==> src/rtl/cellrv32_onewire_dev_pkg.sv <==
// -----------------------------------------------------------------------------
// cellrv32_package (1-Wire device slice)
// Shared address map and FSM state type for the 1-Wire device controller.
//   onewire_dev_base_c      : base address of the register window
//   onewire_dev_size_c      : window size in bytes (two 32-bit registers)
//   onewire_dev_ctrl_addr_c : CTRL register address
//   onewire_dev_data_addr_c : DATA register address
// -----------------------------------------------------------------------------
package cellrv32_package;

  localparam logic [31:0] onewire_dev_base_c      = 32'hFFFF_FF60;
  localparam int          onewire_dev_size_c      = 8;
  localparam logic [31:0] onewire_dev_ctrl_addr_c = onewire_dev_base_c;
  localparam logic [31:0] onewire_dev_data_addr_c = onewire_dev_base_c + 32'd4;

  typedef enum logic [2:0] {
    OFFLINE    = 3'd0,
    IDLE       = 3'd1,
    ACTIVE     = 3'd2,
    PRES_WAIT  = 3'd3,
    PRES_DRIVE = 3'd4
  } ow_state_t;

endpackage

==> src/rtl/cellrv32_onewire_dev_tickgen.sv <==
// -----------------------------------------------------------------------------
// cellrv32_onewire_dev_tickgen
// Base time tick for the 1-Wire device, same scheme as the host controller:
// the selected clock-generator enable is divided by clkdiv+1.
//   clk_i     : clock
//   rst_i     : asynchronous active-high reset
//   en_i      : module enable; the divider counter is held at 0 while low
//   prsc_i    : selects one of clkgen_i[3:0]
//   clkdiv_i  : divider value (tick every clkdiv+1 selected enables)
//   clkgen_i  : clock generator enables
//   tick_o    : one-cycle base tick
//   tick_ff_o : tick_o delayed by one cycle
// -----------------------------------------------------------------------------
module cellrv32_onewire_dev_tickgen (
  input  logic       clk_i,
  input  logic       rst_i,
  input  logic       en_i,
  input  logic [1:0] prsc_i,
  input  logic [7:0] clkdiv_i,
  input  logic [3:0] clkgen_i,
  output logic       tick_o,
  output logic       tick_ff_o
);

  logic [7:0] cnt_q, cnt_d;
  logic       tick_q, tick_d;
  logic       tick_ff_q, tick_ff_d;
  logic       clk_sel;

  always_comb begin
    clk_sel   = clkgen_i[prsc_i];
    cnt_d     = cnt_q;
    tick_d    = 1'b0;
    tick_ff_d = tick_q;
    if (!en_i) begin
      cnt_d = 8'd0;
    end else if (clk_sel) begin
      if (cnt_q == clkdiv_i) begin
        cnt_d  = 8'd0;
        tick_d = 1'b1;
      end else begin
        cnt_d = cnt_q + 8'd1;
      end
    end
  end

  always_ff @(posedge clk_i or posedge rst_i) begin
    if (rst_i) begin
      cnt_q     <= 8'd0;
      tick_q    <= 1'b0;
      tick_ff_q <= 1'b0;
    end else begin
      cnt_q     <= cnt_d;
      tick_q    <= tick_d;
      tick_ff_q <= tick_ff_d;
    end
  end

  assign tick_o    = tick_q;
  assign tick_ff_o = tick_ff_q;

endmodule

==> src/rtl/cellrv32_onewire_dev.sv <==
// -----------------------------------------------------------------------------
// cellrv32_onewire_dev
// 1-Wire bus *device* (slave) with a two-register bus interface.
// Receives/transmits bytes LSB first in host-timed slots, detects host reset
// pulses and optionally answers with a presence pulse.
//   clk_i/rst_i      : clock, asynchronous active-high reset
//   addr_i, rden_i, wren_i, data_i, data_o, ack_o : register bus
//   clkgen_en_o      : request for the SoC clock generator (= en)
//   clkgen_i[3:0]    : clock generator enables (prescaler taps)
//   onewire_i        : bus line state
//   onewire_o        : bus pull-down (0 = pull low, 1 = release)
//   irq_o            : single-cycle pulse on byte done or reset detected
// Registers: CTRL (+0): [0] en, [2:1] prsc, [10:3] clkdiv, [11] pres_en,
//   [12] arm_rx (wo), [13] arm_tx (wo), [28] rst_seen (w1c), [29] sense,
//   [30] armed, [31] busy.  DATA (+4): write tx_data, read shift register.
// -----------------------------------------------------------------------------
module cellrv32_onewire_dev (
  input  logic        clk_i,
  input  logic        rst_i,
  input  logic [31:0] addr_i,
  input  logic        rden_i,
  input  logic        wren_i,
  input  logic [31:0] data_i,
  output logic [31:0] data_o,
  output logic        ack_o,
  output logic        clkgen_en_o,
  input  logic [7:0]  clkgen_i,
  input  logic        onewire_i,
  output logic        onewire_o,
  output logic        irq_o
);

  import cellrv32_package::*;

  // slot timing in base ticks
  localparam logic [6:0] t_sample     = 7'd3;
  localparam logic [6:0] t_tx_release = 7'd4;
  localparam logic [6:0] t_reset_min  = 7'd40;
  localparam logic [6:0] t_pres_wait  = 7'd2;
  localparam logic [6:0] t_pres_len   = 7'd12;

  logic        en_q, en_d;
  logic [1:0]  prsc_q, prsc_d;
  logic [7:0]  clkdiv_q, clkdiv_d;
  logic        pres_en_q, pres_en_d;
  logic [7:0]  tx_data_q, tx_data_d;
  logic [7:0]  sreg_q, sreg_d;
  logic        rst_seen_q, rst_seen_d;
  logic        armed_q, armed_d;
  logic        tx_mode_q, tx_mode_d;
  logic [2:0]  bit_cnt_q, bit_cnt_d;
  logic [6:0]  tick_cnt_q, tick_cnt_d;
  ow_state_t   state_q, state_d;
  logic        drive_q, drive_d;
  logic [1:0]  sync_q, sync_d;
  logic        ack_q, ack_d;
  logic [31:0] rdata_q, rdata_d;
  logic        irq_q, irq_d;

  logic tick, tick_ff;
  logic addr_match, acc_ctrl, acc_data;
  logic line, fall, busy;
  logic unused_bits;

  cellrv32_onewire_dev_tickgen u_tickgen (
    .clk_i     (clk_i),
    .rst_i     (rst_i),
    .en_i      (en_q),
    .prsc_i    (prsc_q),
    .clkdiv_i  (clkdiv_q),
    .clkgen_i  (clkgen_i[3:0]),
    .tick_o    (tick),
    .tick_ff_o (tick_ff)
  );

  assign addr_match = (addr_i[31:3] == onewire_dev_base_c[31:3]);
  assign acc_ctrl   = addr_match & ~addr_i[2];
  assign acc_data   = addr_match &  addr_i[2];

  // sync_q[0] is the current synchronized level, sync_q[1] the previous one
  assign line = sync_q[0];
  assign fall = sync_q[1] & ~sync_q[0];
  assign busy = (state_q != IDLE) && (state_q != OFFLINE);

  assign unused_bits = &{1'b0, clkgen_i[7:4], addr_i[1:0], data_i[31:29], data_i[27:14]};

  always_comb begin
    en_d       = en_q;
    prsc_d     = prsc_q;
    clkdiv_d   = clkdiv_q;
    pres_en_d  = pres_en_q;
    tx_data_d  = tx_data_q;
    sreg_d     = sreg_q;
    rst_seen_d = rst_seen_q;
    armed_d    = armed_q;
    tx_mode_d  = tx_mode_q;
    bit_cnt_d  = bit_cnt_q;
    tick_cnt_d = tick_cnt_q;
    state_d    = state_q;
    drive_d    = drive_q;
    sync_d     = {sync_q[0], onewire_i};
    irq_d      = 1'b0;
    ack_d      = (rden_i | wren_i) & (acc_ctrl | acc_data);
    rdata_d    = 32'd0;

    // ---- bus read ----
    if (rden_i && acc_ctrl) begin
      rdata_d = {busy, armed_q, line, rst_seen_q, 16'd0,
                 pres_en_q, clkdiv_q, prsc_q, en_q};
    end else if (rden_i && acc_data) begin
      rdata_d = {24'd0, sreg_q};
    end

    // ---- bus write; FSM below may override (reset event wins over clear) ----
    if (wren_i && acc_ctrl) begin
      en_d      = data_i[0];
      prsc_d    = data_i[2:1];
      clkdiv_d  = data_i[10:3];
      pres_en_d = data_i[11];
      if (data_i[28]) begin
        rst_seen_d = 1'b0;
      end
      if (!busy) begin
        if (data_i[13]) begin
          armed_d   = 1'b1;
          tx_mode_d = 1'b1;
          sreg_d    = tx_data_q;
        end else if (data_i[12]) begin
          armed_d   = 1'b1;
          tx_mode_d = 1'b0;
        end
      end
    end
    if (wren_i && acc_data) begin
      tx_data_d = data_i[7:0];
    end

    // ---- bus FSM ----
    case (state_q)
      OFFLINE: begin
        sreg_d    = 8'd0;
        armed_d   = 1'b0;
        bit_cnt_d = 3'd7;
        drive_d   = 1'b1;
        if (en_q) begin
          state_d = IDLE;
        end
      end

      IDLE: begin
        drive_d = 1'b1;
        if (fall) begin
          tick_cnt_d = 7'd0;
          state_d    = ACTIVE;
          // a transmitted 0 is sent by stretching the host's low phase
          if (armed_q && tx_mode_q && !sreg_q[0]) begin
            drive_d = 1'b0;
          end
        end
      end

      ACTIVE: begin
        if (tick && (tick_cnt_q != 7'd127)) begin
          tick_cnt_d = tick_cnt_q + 7'd1;
        end
        // tick_ff is high only in the first cycle after the counter stepped,
        // so this fires exactly once per slot
        if (armed_q && tick_ff && (tick_cnt_q == t_sample)) begin
          sreg_d = {(tx_mode_q ? 1'b0 : line), sreg_q[7:1]};
          if (bit_cnt_q == 3'd0) begin
            irq_d     = 1'b1;
            armed_d   = 1'b0;
            bit_cnt_d = 3'd7;
          end else begin
            bit_cnt_d = bit_cnt_q - 3'd1;
          end
        end
        if (tx_mode_q && (tick_cnt_q >= t_tx_release)) begin
          drive_d = 1'b1;
        end
        if (line && (tick_cnt_q >= t_tx_release)) begin
          if (tick_cnt_q >= t_reset_min) begin
            rst_seen_d = 1'b1;
            irq_d      = 1'b1;
            armed_d    = 1'b0;
            bit_cnt_d  = 3'd7;
            tick_cnt_d = 7'd0;
            state_d    = pres_en_q ? PRES_WAIT : IDLE;
          end else begin
            state_d = IDLE;
          end
        end
      end

      PRES_WAIT: begin
        if (tick) begin
          if (tick_cnt_q == (t_pres_wait - 7'd1)) begin
            tick_cnt_d = 7'd0;
            drive_d    = 1'b0;
            state_d    = PRES_DRIVE;
          end else begin
            tick_cnt_d = tick_cnt_q + 7'd1;
          end
        end
      end

      PRES_DRIVE: begin
        drive_d = 1'b0;
        if (tick) begin
          if (tick_cnt_q == (t_pres_len - 7'd1)) begin
            tick_cnt_d = 7'd0;
            drive_d    = 1'b1;
            state_d    = IDLE;
          end else begin
            tick_cnt_d = tick_cnt_q + 7'd1;
          end
        end
      end

      default: begin
        state_d = OFFLINE;
      end
    endcase

    // disabled device: drop everything immediately
    if (!en_q) begin
      state_d    = OFFLINE;
      sreg_d     = 8'd0;
      armed_d    = 1'b0;
      bit_cnt_d  = 3'd7;
      tick_cnt_d = 7'd0;
      drive_d    = 1'b1;
      irq_d      = 1'b0;
    end
  end

  always_ff @(posedge clk_i or posedge rst_i) begin
    if (rst_i) begin
      en_q       <= 1'b0;
      prsc_q     <= 2'd0;
      clkdiv_q   <= 8'd0;
      pres_en_q  <= 1'b0;
      tx_data_q  <= 8'd0;
      sreg_q     <= 8'd0;
      rst_seen_q <= 1'b0;
      armed_q    <= 1'b0;
      tx_mode_q  <= 1'b0;
      bit_cnt_q  <= 3'd7;
      tick_cnt_q <= 7'd0;
      state_q    <= OFFLINE;
      drive_q    <= 1'b1;
      sync_q     <= 2'b11;
      ack_q      <= 1'b0;
      rdata_q    <= 32'd0;
      irq_q      <= 1'b0;
    end else begin
      en_q       <= en_d;
      prsc_q     <= prsc_d;
      clkdiv_q   <= clkdiv_d;
      pres_en_q  <= pres_en_d;
      tx_data_q  <= tx_data_d;
      sreg_q     <= sreg_d;
      rst_seen_q <= rst_seen_d;
      armed_q    <= armed_d;
      tx_mode_q  <= tx_mode_d;
      bit_cnt_q  <= bit_cnt_d;
      tick_cnt_q <= tick_cnt_d;
      state_q    <= state_d;
      drive_q    <= drive_d;
      sync_q     <= sync_d;
      ack_q      <= ack_d;
      rdata_q    <= rdata_d;
      irq_q      <= irq_d;
    end
  end

  assign data_o      = rdata_q;
  assign ack_o       = ack_q;
  assign irq_o       = irq_q;
  assign clkgen_en_o = en_q;
  // en_q clears on the write edge (or asynchronously on reset), so the line
  // is released without waiting for the FSM to reach OFFLINE
  assign onewire_o   = drive_q | ~en_q;

endmodule

==> config.mk <==
export PLATFORM = sky130hd
export DESIGN_NAME = cellrv32_onewire_dev
export DESIGN_NICKNAME = d
export VERILOG_FILES = /design/src/rtl/cellrv32_onewire_dev_pkg.sv /design/src/rtl/cellrv32_onewire_dev_tickgen.sv /design/src/rtl/cellrv32_onewire_dev.sv
export SDC_FILE = /design/constraint.sdc
export NUM_CORES = 1
export LEC_CHECK = 0
export BUFFER_PORTS_ARGS = -buffer_cell sky130_fd_sc_hd__buf_2
export CAP_MARGIN = 20
export CORE_MARGIN = 2
export CORE_UTILIZATION = 58
export CTS_BUF_LIST = sky130_fd_sc_hd__clkbuf_8
export CTS_CLUSTER_SIZE = 20
export DETAILED_ROUTE_END_ITERATION = 8
export PLACE_DENSITY_LB_ADDON = 0.08
export SETUP_SLACK_MARGIN = 0.3
export SLEW_MARGIN = 5
export SYNTH_ARGS = -nofsm -noshare
export SYNTH_HDL_FRONTEND = slang
export SYNTH_SLANG_ARGS = --single-unit
==> constraint.sdc <==
create_clock -name clk_i -period 4.45 [get_ports clk_i]
set_clock_uncertainty 0.15 [all_clocks]
set_input_delay 0.6675 -clock clk_i [delete_from_list [all_inputs] [get_ports clk_i]]
set_output_delay 0.6675 -clock clk_i [all_outputs]
set_load 0.01 [all_outputs]
-- Word level (Yosys, flattened, before mapping)
Index checks and enable logic that the tools add are counted.
- register bits after elaboration: 91
- latch bits: 0
- memory bits (writable): 0
- memory bits (read-only): 0
- memories: 0
- $add $sub $neg: 3
- multipliers: 0
- divide/modulo/power cells: 0
- order comparisons: 3
- eq/ne operators: 22
- shifts and indexed selects: 0
- multiplexer cells: 75
- bitwise logic cells: 11
- reduce and logical (&&, ||, !) cells: 21
- operator list (kind ; number):
    8-bit two-way mux ; 9
    7-bit two-way mux ; 9
    3-bit two-way mux ; 12
    1-bit two-way mux ; 35
    32-bit two-way mux ; 1
    29-bit equality test (second input constant) ; 1
    7-bit one-hot mux with 4 select lines ; 1
    8-bit one-hot mux with 2 select lines ; 1
    3-bit != test (second input constant) ; 5
    3-bit one-hot mux with 5 select lines ; 1
    1-bit logical AND ; 12
    8-bit by 1-bit adder with 8-bit output (second input constant) ; 1
    8-bit equality test ; 1
    4-bit AND reduction ; 2
    7-bit by 1-bit adder with 7-bit output (second input constant) ; 1
    7-bit by 1-bit equality test with 1-bit output (second input constant) ; 1
    7-bit by 2-bit equality test with 1-bit output (second input constant) ; 1
    7-bit by 4-bit equality test with 1-bit output (second input constant) ; 1
    7-bit by 3-bit >= comparator with 1-bit output (second input constant) ; 1
    7-bit by 6-bit >= comparator with 1-bit output (second input constant) ; 1
    7-bit != test (second input constant) ; 1
    3-bit by 2-bit equality test with 1-bit output (second input constant) ; 2
    3-bit logical NOT ; 2
    3-bit by 1-bit != test with 1-bit output (second input constant) ; 2
    other kinds (21) ; 31

-- Depth between registers and ports, before layout
Gate-level depths: netlist of the first run.
- word-level depth: 10
- gate-level depth with buffers: 7
- depth with buffers taken out: 7

-- By module
Synthesis of the first run repeated with hierarchy kept, for this count alone.
- cell total of the unflattened synthesis: 368
- area total of the unflattened synthesis: 3958.8 um^2
- by module, submodules not included (module ; instances ; cells an instance ; area each (um^2) ; sequential area each (um^2)):
    cellrv32_onewire_dev ; 1 ; 308 ; 3334.4 ; 1634.1
    cellrv32_onewire_dev_tickgen ; 1 ; 60 ; 624.3 ; 250.2

-- Worst setup path before layout of the first run
OpenSTA, ideal clock, no wires.
- kind: input to register
- start: input addr_i[7]
- end: register clkdiv_q[0]
- library setup time: 0.127 ns
- arrival time: 2.260 ns
- required time: 4.173 ns
- slack: 1.912 ns
- stages on the path: 6
- path buffers: 2
- cells stage by stage: or4b_4 -> nor4_4 -> and4b_1 -> buf_4 -> buf_6 -> mux2_1
- longest elaborated chain between the ends: 3
- ends and longest elaborated chain (item ; RTL line ; text):
    start, declared ; cellrv32_onewire_dev.sv:20 ; input logic [31:0] addr_i,
    29-bit equality test ; cellrv32_onewire_dev.sv:76 ; assign addr_match = (addr_i[31:3] == onewire_dev_base_c[31:3]);
    1-bit AND ; cellrv32_onewire_dev.sv:77 ; assign acc_ctrl = addr_match & ~addr_i[2];
    1-bit logical AND ; cellrv32_onewire_dev.sv:115 ; if (wren_i && acc_ctrl) begin
    end signal, assigned ; cellrv32_onewire_dev.sv:259 ; clkdiv_q <= clkdiv_d;
    end, declared ; cellrv32_onewire_dev.sv:44 ; logic [7:0] clkdiv_q, clkdiv_d;
No other way between the ends.
A chain may end at the register's enable or synchronous reset.

-- Final worst setup path of the first run
- start: register en_q, in the netlist clkgen_en_o
- end: register tick_cnt_q[3]
- longest elaborated chain between the ends: 2
- elaborated cells on any way between the ends: 6
- those cells by class: eq/ne: 4; mux: 1; reduce/logical: 1
- ends and longest elaborated chain (item ; RTL line ; text):
    start, declared ; cellrv32_onewire_dev.sv:42 ; logic en_q, en_d;
    start signal, assigned ; cellrv32_onewire_dev.sv:257 ; en_q <= en_d;
    5-bit by 1-bit != test with 1-bit output (no source line), or another cell as far along ; -- ;
    4-bit AND reduction (no source line) ; -- ;
    end signal, assigned ; cellrv32_onewire_dev.sv:267 ; tick_cnt_q <= tick_cnt_d;
    end, declared ; cellrv32_onewire_dev.sv:52 ; logic [6:0] tick_cnt_q, tick_cnt_d;
Several ways; a longest one is shown, not always the timed one.

==> metrics.md, run 1 <==
| Metric | Value |
|---|---|
| Drt wl/cell | `16.1 um` |
| Initial antenna violation count | `0` |
| Sequential share of the synthesized area | `47.8%` |
| FP Rows | `30` |
| Ys async rst share | `100%` |
| CP bufs+invs | `1` |
| Worst setup margin | `1.68 ns` |
| Worst path arrival time | `2.88 ns` |
| Final GP Congestion | `around 0.8` |
| Yosys reg bits | `75` |
| Overflow after GRT | `0` |
| CTS Buffer Depth | `2` |
| Hold Fails Final Rpt | `0` |
| DRC errors left | `0` |
| Worst rel slew slack | `33.6%` |
| Layout Nets | `529` |
| Clock root buffer | `clkbuf_8` |
| Placed cells | `515` |
| Slowest-stage cell, CP | `nor4_1` |
| Avg Cell Area, Syn | `around 10 um^2` |
| Share of cells above drive strength 1 | `25.9%` |
| Setup TNS | `0 ns` |
| Post-Route WL | `8530 um` |
| Multi-input gate area | `1860 um^2` |
| Syn Inst Count | `376` |
| First-pass GRT wire length | `14,100 um` |
| H-Tree Level Count | `3` |
| Pre-CTS setup slack | `approximately 1.3 ns` |
| Fill cell count | `526` |
| Peak VDD IR | `between 0.2 and 0.25 mV` |
| CP Cell Sequence | `inv_1 -> nor4_1 -> a31oi_1 -> o211ai_1` |
| Antenna cells | `0` |
| Yosys cell types | `62` |
| Ys flop type | `dfrtp_1` |
| Number of top-level pins | `approximately 110` |
| CTS Hold Buffers Added | `0` |
| Crit. End Element | `flip-flop` |
| CP startpoint kind | `flip-flop` |
| Post-Layout Cell Count | `roughly 530` |
| Reg area | `1880 um^2` |
| Post-synthesis xor/xnor area fraction | `3.11%` |
| Post-synthesis adder-cell area fraction | `1.91%` |
| Die Area | `7470 um^2` |
| Vias | `a little over 3,000` |
| Largest net degree at the start of global routing | `43` |
| TritonCTS Buffers | `9` |
| Die X-Extent | `86.4 um` |
| Worst skew pair latency | `0.34 ns` |
| Largest family of logic cells by synthesized area | `simple AND/OR/NAND/NOR gates` |
| Slowest stage delay, CP | `just over 0.9 ns` |
| CP delay by family, top | `simple AND/OR/NAND/NOR gates` |
| Buffer count from post-CTS setup fixing | `0` |
| CTS tree | `done` |
| Max-slew violations | `0` |
| Crit path required time | `4.56 ns` |
| Port Buf Inserts | `between 70 and 80` |
| EDFF count, synth | `0` |
| Tot GR Track Use | `24.1%` |
| Period utilization | `between 60% and 70%` |
| Area leader, netlist | `dfrtp_1` |
| Ys Warns | `0` |
| 1st-iter DRT viols | `~250` |
| Vias in the first global route | `3,058` |
| Setup Crit Path Kind | `flip-flop to flip-flop` |
| Drt first pass iters | `5` |
| Setup-failing EPs final | `0` |
| Synth top area share | `43.8%` |
| Ranking of synthesized cells by area | `dfrtp_1 (44%), dfstp_2 (4.0%), buf_4 (3.4%), mux2_2 (3.1%), nand2_1 (2.6%)` |
| RSZ-0062 raised after global routing | `no` |
| Tmin final | `approximately 2.8 ns` |
| Post-Synth Simple-Gate Area | `19.3%` |
| ANT nets after route | `0` |
| Vias per cell | `5.85` |
| # resized after CTS | `0` |
| Area delta synth->final | `13.7%` |
| Starting Density | `59.0%` |
| Clk slew on worst S/H paths | `approximately 0.08 ns` |
| Die H | `approximately 86 um` |
| CP max FO | `17` |
| Max-Cap Viols | `0` |
| Post-synthesis mux area share | `around 8.3%` |
| Status | `finished, final reports clean` |
| Pleak | `2.18 nW` |
| DP HPWL | `6040 um` |
| Core Box Area | `6680 um^2` |
| HP Class | `input port to flip-flop` |
| Compound-Gate Fraction of Synth Area | `13.1%` |
| Worst-Margin Slew | `0.987 ns` |
| Mapped Area | `between 3000 and 4000 um^2` |
| Fmax | `approximately 0.36 GHz` |
| Clk sink count | `75` |
| Pwr dens | `372 nW/um^2` |
logic make-up after synthesis:
group	after synthesis
other	1
and+or+nand+nor	131
muxes	29
AOI/OAI and AO/OA	78
buffers and inverters	42
DFF	75
xor gates and xnor gates	14
adders and majority gates	6
per-layer routing:
metal / GRT usage [%] / up-vias / wire length (um)
met4: 9.52 / 0 / 94
met1: 33.1 / 1490 / 3800
met3: 4.67 / 8 / 626
met2: 37.9 / 144 / 4000
li1: - / 1462 / -
met5: 0 / - / 0
through the flow:
stage	hold WS (ns)	total power [mW]	utilization (%)	instance area, um^2
3_3_place_gp	0.279	1.09	63.8	4260
6_report	0.268	1.66	67.0	4480
3_5_place_dp	0.279	1.10	63.8	4260
2_1_floorplan	0.236	1.02	-	4000
5_1_grt	0.250	1.76	67.0	4480
4_1_cts	0.256	1.67	67.0	4480
path summary, 6_finish.rpt:
kind / slack, ns / to / start / cells after the start
worst max register to register: 1.68 / tick_cnt_q[3] / clkgen_en_o / 4
min in group asynchronous: 0.29 / data_o[10] / rst_i / 2
worst max-delay path: 1.68 / tick_cnt_q[3] / clkgen_en_o / 4
worst min-delay path: 0.27 / sync_q[0] / onewire_i / 1
worst min register to register: 0.31 / sync_q[1] / sync_q[0] / 0
max in group asynchronous: 2.86 / drive_q / rst_i / 3
final cells by class:
type	count	share of cell area [%]
Inverter	12	1.01
Timing Repair Buffer	74	8.32
Tap cell	80	2.23
Clock buffer	9	2.77
Clock inverter	7	2.07
Multi-Input combinational cell	274	41.5
Sequential cell	75	42.1
layout by cell type, fill, tap and decap left out, types with 11 or more instances in the layout:
cell     instances
a21oi_1         13
buf_2           73
conb_1          16
dfrtp_1         69
inv_1           13
mux2_2          11
nand2_1         27
nand4_1         14
nor2_1          24
o21ai_0         17
synthesized netlist by cell type (5+ instances only):
| master | n |
|---|---|
| dfrtp_1 | 69 |
| nand2_1 | 27 |
| nor2_1 | 24 |
| buf_4 | 18 |
| o21ai_0 | 17 |
| nand4_1 | 14 |
| a21oi_1 | 13 |
| inv_1 | 12 |
| mux2_2 | 11 |
| a22o_1 | 9 |
| and2_1 | 9 |
| mux2i_1 | 9 |
| mux2_1 | 8 |
| nand3_1 | 8 |
| o211ai_1 | 8 |
| o21ai_1 | 8 |
| xnor2_1 | 8 |
| nor3_1 | 7 |
| clkbuf_1 | 6 |
| dfstp_2 | 6 |
| ha_1 | 6 |
| nand2b_1 | 6 |
| xor2_1 | 6 |
| a31oi_1 | 5 |
where the power goes:
group          total (mW)  internal [mW]  switching [mW]
Clock               0.571          0.316           0.256
Sequential          0.760          0.707          0.0532
Combinational       0.333          0.124           0.209
state kept, by name (all words and copies together), names as in the netlist:
| register | cells |
|---|---|
| data_o | 16 |
| clkdiv_q | 8 |
| sreg_q | 8 |
| tx_data_q | 8 |
| u_tickgen.cnt_q | 8 |
| tick_cnt_q | 7 |
| bit_cnt_q | 3 |
| state_q | 3 |
| prsc_q | 2 |
| sync_q | 2 |
| ack_o | 1 |
| armed_q | 1 |
| clkgen_en_o | 1 |
| drive_q | 1 |
| irq_o | 1 |
| pres_en_q | 1 |
| rst_seen_q | 1 |
| tx_mode_q | 1 |
| u_tickgen.tick_ff_o | 1 |
| u_tickgen.tick_o | 1 |
(Power assumes the default switching activity.)
==> run 2, diff against run 1 <==
Settings changed: ABC_AREA set to 1, CORE_UTILIZATION 58 to 55.
Clock period 4.45 ns to 2.82 ns, I/O delays scaled along.
==> run 2 against run 1 <==
Via count up 28%; core utilization decreased by 2.3 points; critical path depth did not move; the flow now finishes with violations (hold timing); worst setup slack got worse by 0.84 ns; final cell count rose by 48%; non-clock buffer count up 2; clock power up 58%; highest routed layer unchanged; first-iteration DRC count fell by 3.7%; power rose by 89%; combinational power increased to 3.0 times the previous value.
==> metrics.md, run 2 <==
| Metric | Value |
|---|---|
| Die X-Extent | `93.1 um (was 86.4 um)` |
| Worst rel slew slack | `66.4% (was 33.6%)` |
| Tot GR Track Use | `23.5% (was 24.1%)` |
| Mapped Area | `4370 um^2 (was 3940 um^2)` |
| Port Buf Inserts | `73 (unchanged)` |
| Ranking of synthesized cells by area | `dfrtp_1 (40%), nand2_1 (13%), inv_1 (7.1%), nor2_1 (5.6%), nand3_1 (4.4%) (was dfrtp_1 (44%), dfstp_2 (4.0%), buf_4 (3.4%), mux2_2 (3.1%), nand2_1 (2.6%))` |
| Compound-Gate Fraction of Synth Area | `11.3% (was 13.1%)` |
| Post-synthesis mux area share | `0% (was 8.29%)` |
| Hold Worst Slack | `-0.00456 ns (was 0.268 ns)` |
| Setup-failing EPs final | `0 (unchanged)` |
| Commonest cells after routing, fill and taps aside | `nand2_1 (156), inv_1 (83), buf_2 (73), dfrtp_1 (69), nor2_1 (65) (was buf_2 (73), dfrtp_1 (69), nand2_1 (27), nor2_1 (24), o21ai_0 (17))` |
| Largest family of logic cells by synthesized area | `simple AND/OR/NAND/NOR gates (unchanged)` |
| Hold Fails Final Rpt | `6 (was 0)` |
| Antenna cells | `0 (unchanged)` |
| Area delta synth->final | `14.5% (was 13.7%)` |
| Share of cells above drive strength 1 | `19.9% (was 25.9%)` |
| CP Cell Sequence | `buf_4 -> inv_2 -> or2_2 -> buf_2 (was inv_1 -> nor4_1 -> a31oi_1 -> o211ai_1)` |
| # resized after CTS | `0 (unchanged)` |
| EDFF count, synth | `0 (unchanged)` |
| Clock root buffer | `clkbuf_8 (unchanged)` |
| CP max FO | `12 (was 17)` |
| Reg area | `1880 um^2 (unchanged)` |
| Yosys reg bits | `75 (unchanged)` |
| 1st-iter DRT viols | `237 (was 246)` |
| Sequential share of the synthesized area | `43.2% (was 47.8%)` |
| CTS Buffer Depth | `2 (unchanged)` |
| DRC errors left | `0 (unchanged)` |
| Placed cells | `770 (was 515)` |
| CTS tree | `done (unchanged)` |
| Tmin final | `1.99 ns` |
| Most common cell after layout, fill and taps aside | `nand2_1 (was buf_2)` |
| Largest net degree at the start of global routing | `76 (was 43)` |
| Initial antenna violation count | `0 (unchanged)` |
| Max-slew violations | `0 (unchanged)` |
| R2R setup slack | `0.87 ns (was 1.68 ns)` |
| Drt wl/cell | `12.2 um (was 16.1 um)` |
| Fill cell count | `688 (was 526)` |
| Setup TNS | `0 ns (unchanged)` |
| Post-synthesis xor/xnor area fraction | `0.802% (was 3.11%)` |
| Number of top-level pins | `113 (unchanged)` |
| Period utilization | `a little over two thirds` |
| Die Area | `8670 um^2 (was 7470 um^2)` |
| Vias per cell | `5.06 (was 5.85)` |
| Ys async rst share | `100% (unchanged)` |
| Final GP Congestion | `0.940 (was 0.821)` |
| DP HPWL | `7210 um (was 6040 um)` |
| Multi-input gate area | `1990 um^2 (was 1860 um^2)` |
| Clk sink count | `75 (unchanged)` |
| Yosys cell types | `37 (was 62)` |
| CP startpoint kind | `flip-flop (unchanged)` |
| ANT nets after route | `0 (unchanged)` |
| Post-Synth Simple-Gate Area | `30.5% (was 19.3%)` |
| Pwr dens | `629 nW/um^2 (was 372 nW/um^2)` |
| TritonCTS Buffers | `9 (unchanged)` |
| Worst path arrival time | `1.41 ns (was 2.88 ns)` |
| Worst skew pair latency | `0.34 ns (about the same)` |
| RSZ-0062 raised after global routing | `no (unchanged)` |
| Vias | `3,980 (was 3,104)` |
| FP Rows | `32 (was 30)` |
| Layout Nets | `762 (was 529)` |
| Peak VDD IR | `0.381 mV (was 0.237 mV)` |
| Area leader, netlist | `dfrtp_1 (unchanged)` |
| Ys flop type | `dfrtp_1 (unchanged)` |
| Max-Cap Viols | `0 (unchanged)` |
| Post-Layout Cell Count | `786 (was 531)` |
| Most common cell in the synthesized netlist | `nand2_1 (was dfrtp_1)` |
| Violated checks | `hold timing` |
| Avg Cell Area, Syn | `7.25 um^2 (was 10.5 um^2)` |
| Synth top area share | `39.5% (was 43.8%)` |
| Worst-Margin Slew | `0.500 ns (was 0.987 ns)` |
| Buffer count from post-CTS setup fixing | `0 (unchanged)` |
| First-pass GRT wire length | `16,300 um (was 14,100 um)` |
| Ys Warns | `0 (unchanged)` |
| H-Tree Level Count | `3 (unchanged)` |
| Starting Density | `56.5% (was 59.0%)` |
| Post-synthesis adder-cell area fraction | `1.72% (was 1.91%)` |
| Slowest stage delay, CP | `0.33 ns (was 0.93 ns)` |
| Pleak | `2.79 nW (was 2.18 nW)` |
| Crit path required time | `2.25 ns (was 4.56 ns)` |
| Slowest-stage cell, CP | `dfrtp_1 (was nor4_1)` |
| Drt first pass iters | `4 (was 5)` |
| Post-Route WL | `9610 um (was 8530 um)` |
| Fmax | `between 0.5 and 0.6 GHz` |
| Crit. End Element | `primary output (was flip-flop)` |
| Syn Inst Count | `602 (was 376)` |
| HP Class | `input port to async pin (was input port to flip-flop)` |
| CTS Hold Buffers Added | `0 (unchanged)` |
| Max reg flops | `16 (unchanged)` |
| Core Box Area | `7730 um^2 (was 6680 um^2)` |
| Overflow after GRT | `0 (unchanged)` |
| Vias in the first global route | `3,700 (was 3,058)` |
| Die H | `93.1 um (was 86.4 um)` |
| Status | `finished with violations (was finished, final reports clean)` |
| Clk slew on worst S/H paths | `0.08 ns (about the same)` |
| Setup Crit Path Kind | `flip-flop to primary output (was flip-flop to flip-flop)` |
| Post-synth top cells | `nand2_1 (156), inv_1 (83), dfrtp_1 (69) (was dfrtp_1 (69), nand2_1 (27), nor2_1 (24))` |
run 2: cell count changes after synthesis, sizes merged, moves of 19 or more:
cell / delta
nand2: +130
inv: +88
nor2: +51
nand3: +32
o21ai: +27
mux2: -19
run 2: metrics by stage:
stage                     hold WS (ns)  total power [mW]  setup WS (ns)  util [%]  cell area, um^2
after floorplan                  0.211              2.01          0.347         -             4420
after global placement           0.233              2.23          0.746      61.9             4780
after detailed placement         0.232              2.25          0.736      61.9             4780
after CTS                       0.0180              3.16          0.823      64.7             5000
after global routing            0.0195              3.37          0.652      64.7             5000
final                         -0.00456              3.14          0.834      64.7             5000
run 2: area by class of cell:
class,count,area share (%)
clock inverters,7,1.88
multi-input cells,417,39.9
flip-flops and latches,75,37.7
repair buffers,76,8.01
clock buffers,9,2.48
well taps,102,2.55
inverters,100,7.51
run 2: layer usage:
layer	track usage, %	share of wire [%]	vias up
li1	-	-	2026
met1	30.7	47	1863
met2	40.4	48	85
met3	4.03	4.8	6
met4	6.62	0.54	0
met5	0	0	-
run 2: path summary, 6_finish.rpt:
| check | startpoint | to | depth (start not counted) |
|---|---|---|---|
| max | clkgen_en_o | onewire_o | 4 |
| min | rst_i | u_tickgen.cnt_q[6] | 3 |
| max reg2reg | state_q[2] | sreg_q[3] | 8 |
| min reg2reg | sync_q[0] | sync_q[1] | 0 |
| max in group asynchronous | rst_i | drive_q | 3 |
| min in group clk_i | onewire_i | sync_q[0] | 1 |
run 2: logic make-up after synthesis:
logic type | after synthesis
AO/OA/AOI/OAI | 89
adder cells (fa/ha/maj) | 6
AND/OR/NAND/NOR | 302
flip-flops | 75
buffers and inverters | 125
XOR/XNOR | 4
other | 1
run 2: power breakdown:
| part | switching, mW | internal, mW | total, mW |
|---|---|---|---|
| sequential | 0.0841 | 1.16 | 1.24 |
| clock | 0.405 | 0.496 | 0.902 |
| combinational | 0.682 | 0.320 | 1.00 |
run 2: worst max-delay path, delay by kind of cell, from the launching register on:
kind / cells / cell delay, ns
buf+inv: 3 / 0.45
flops: 1 / 0.33
simple gates: 1 / 0.28
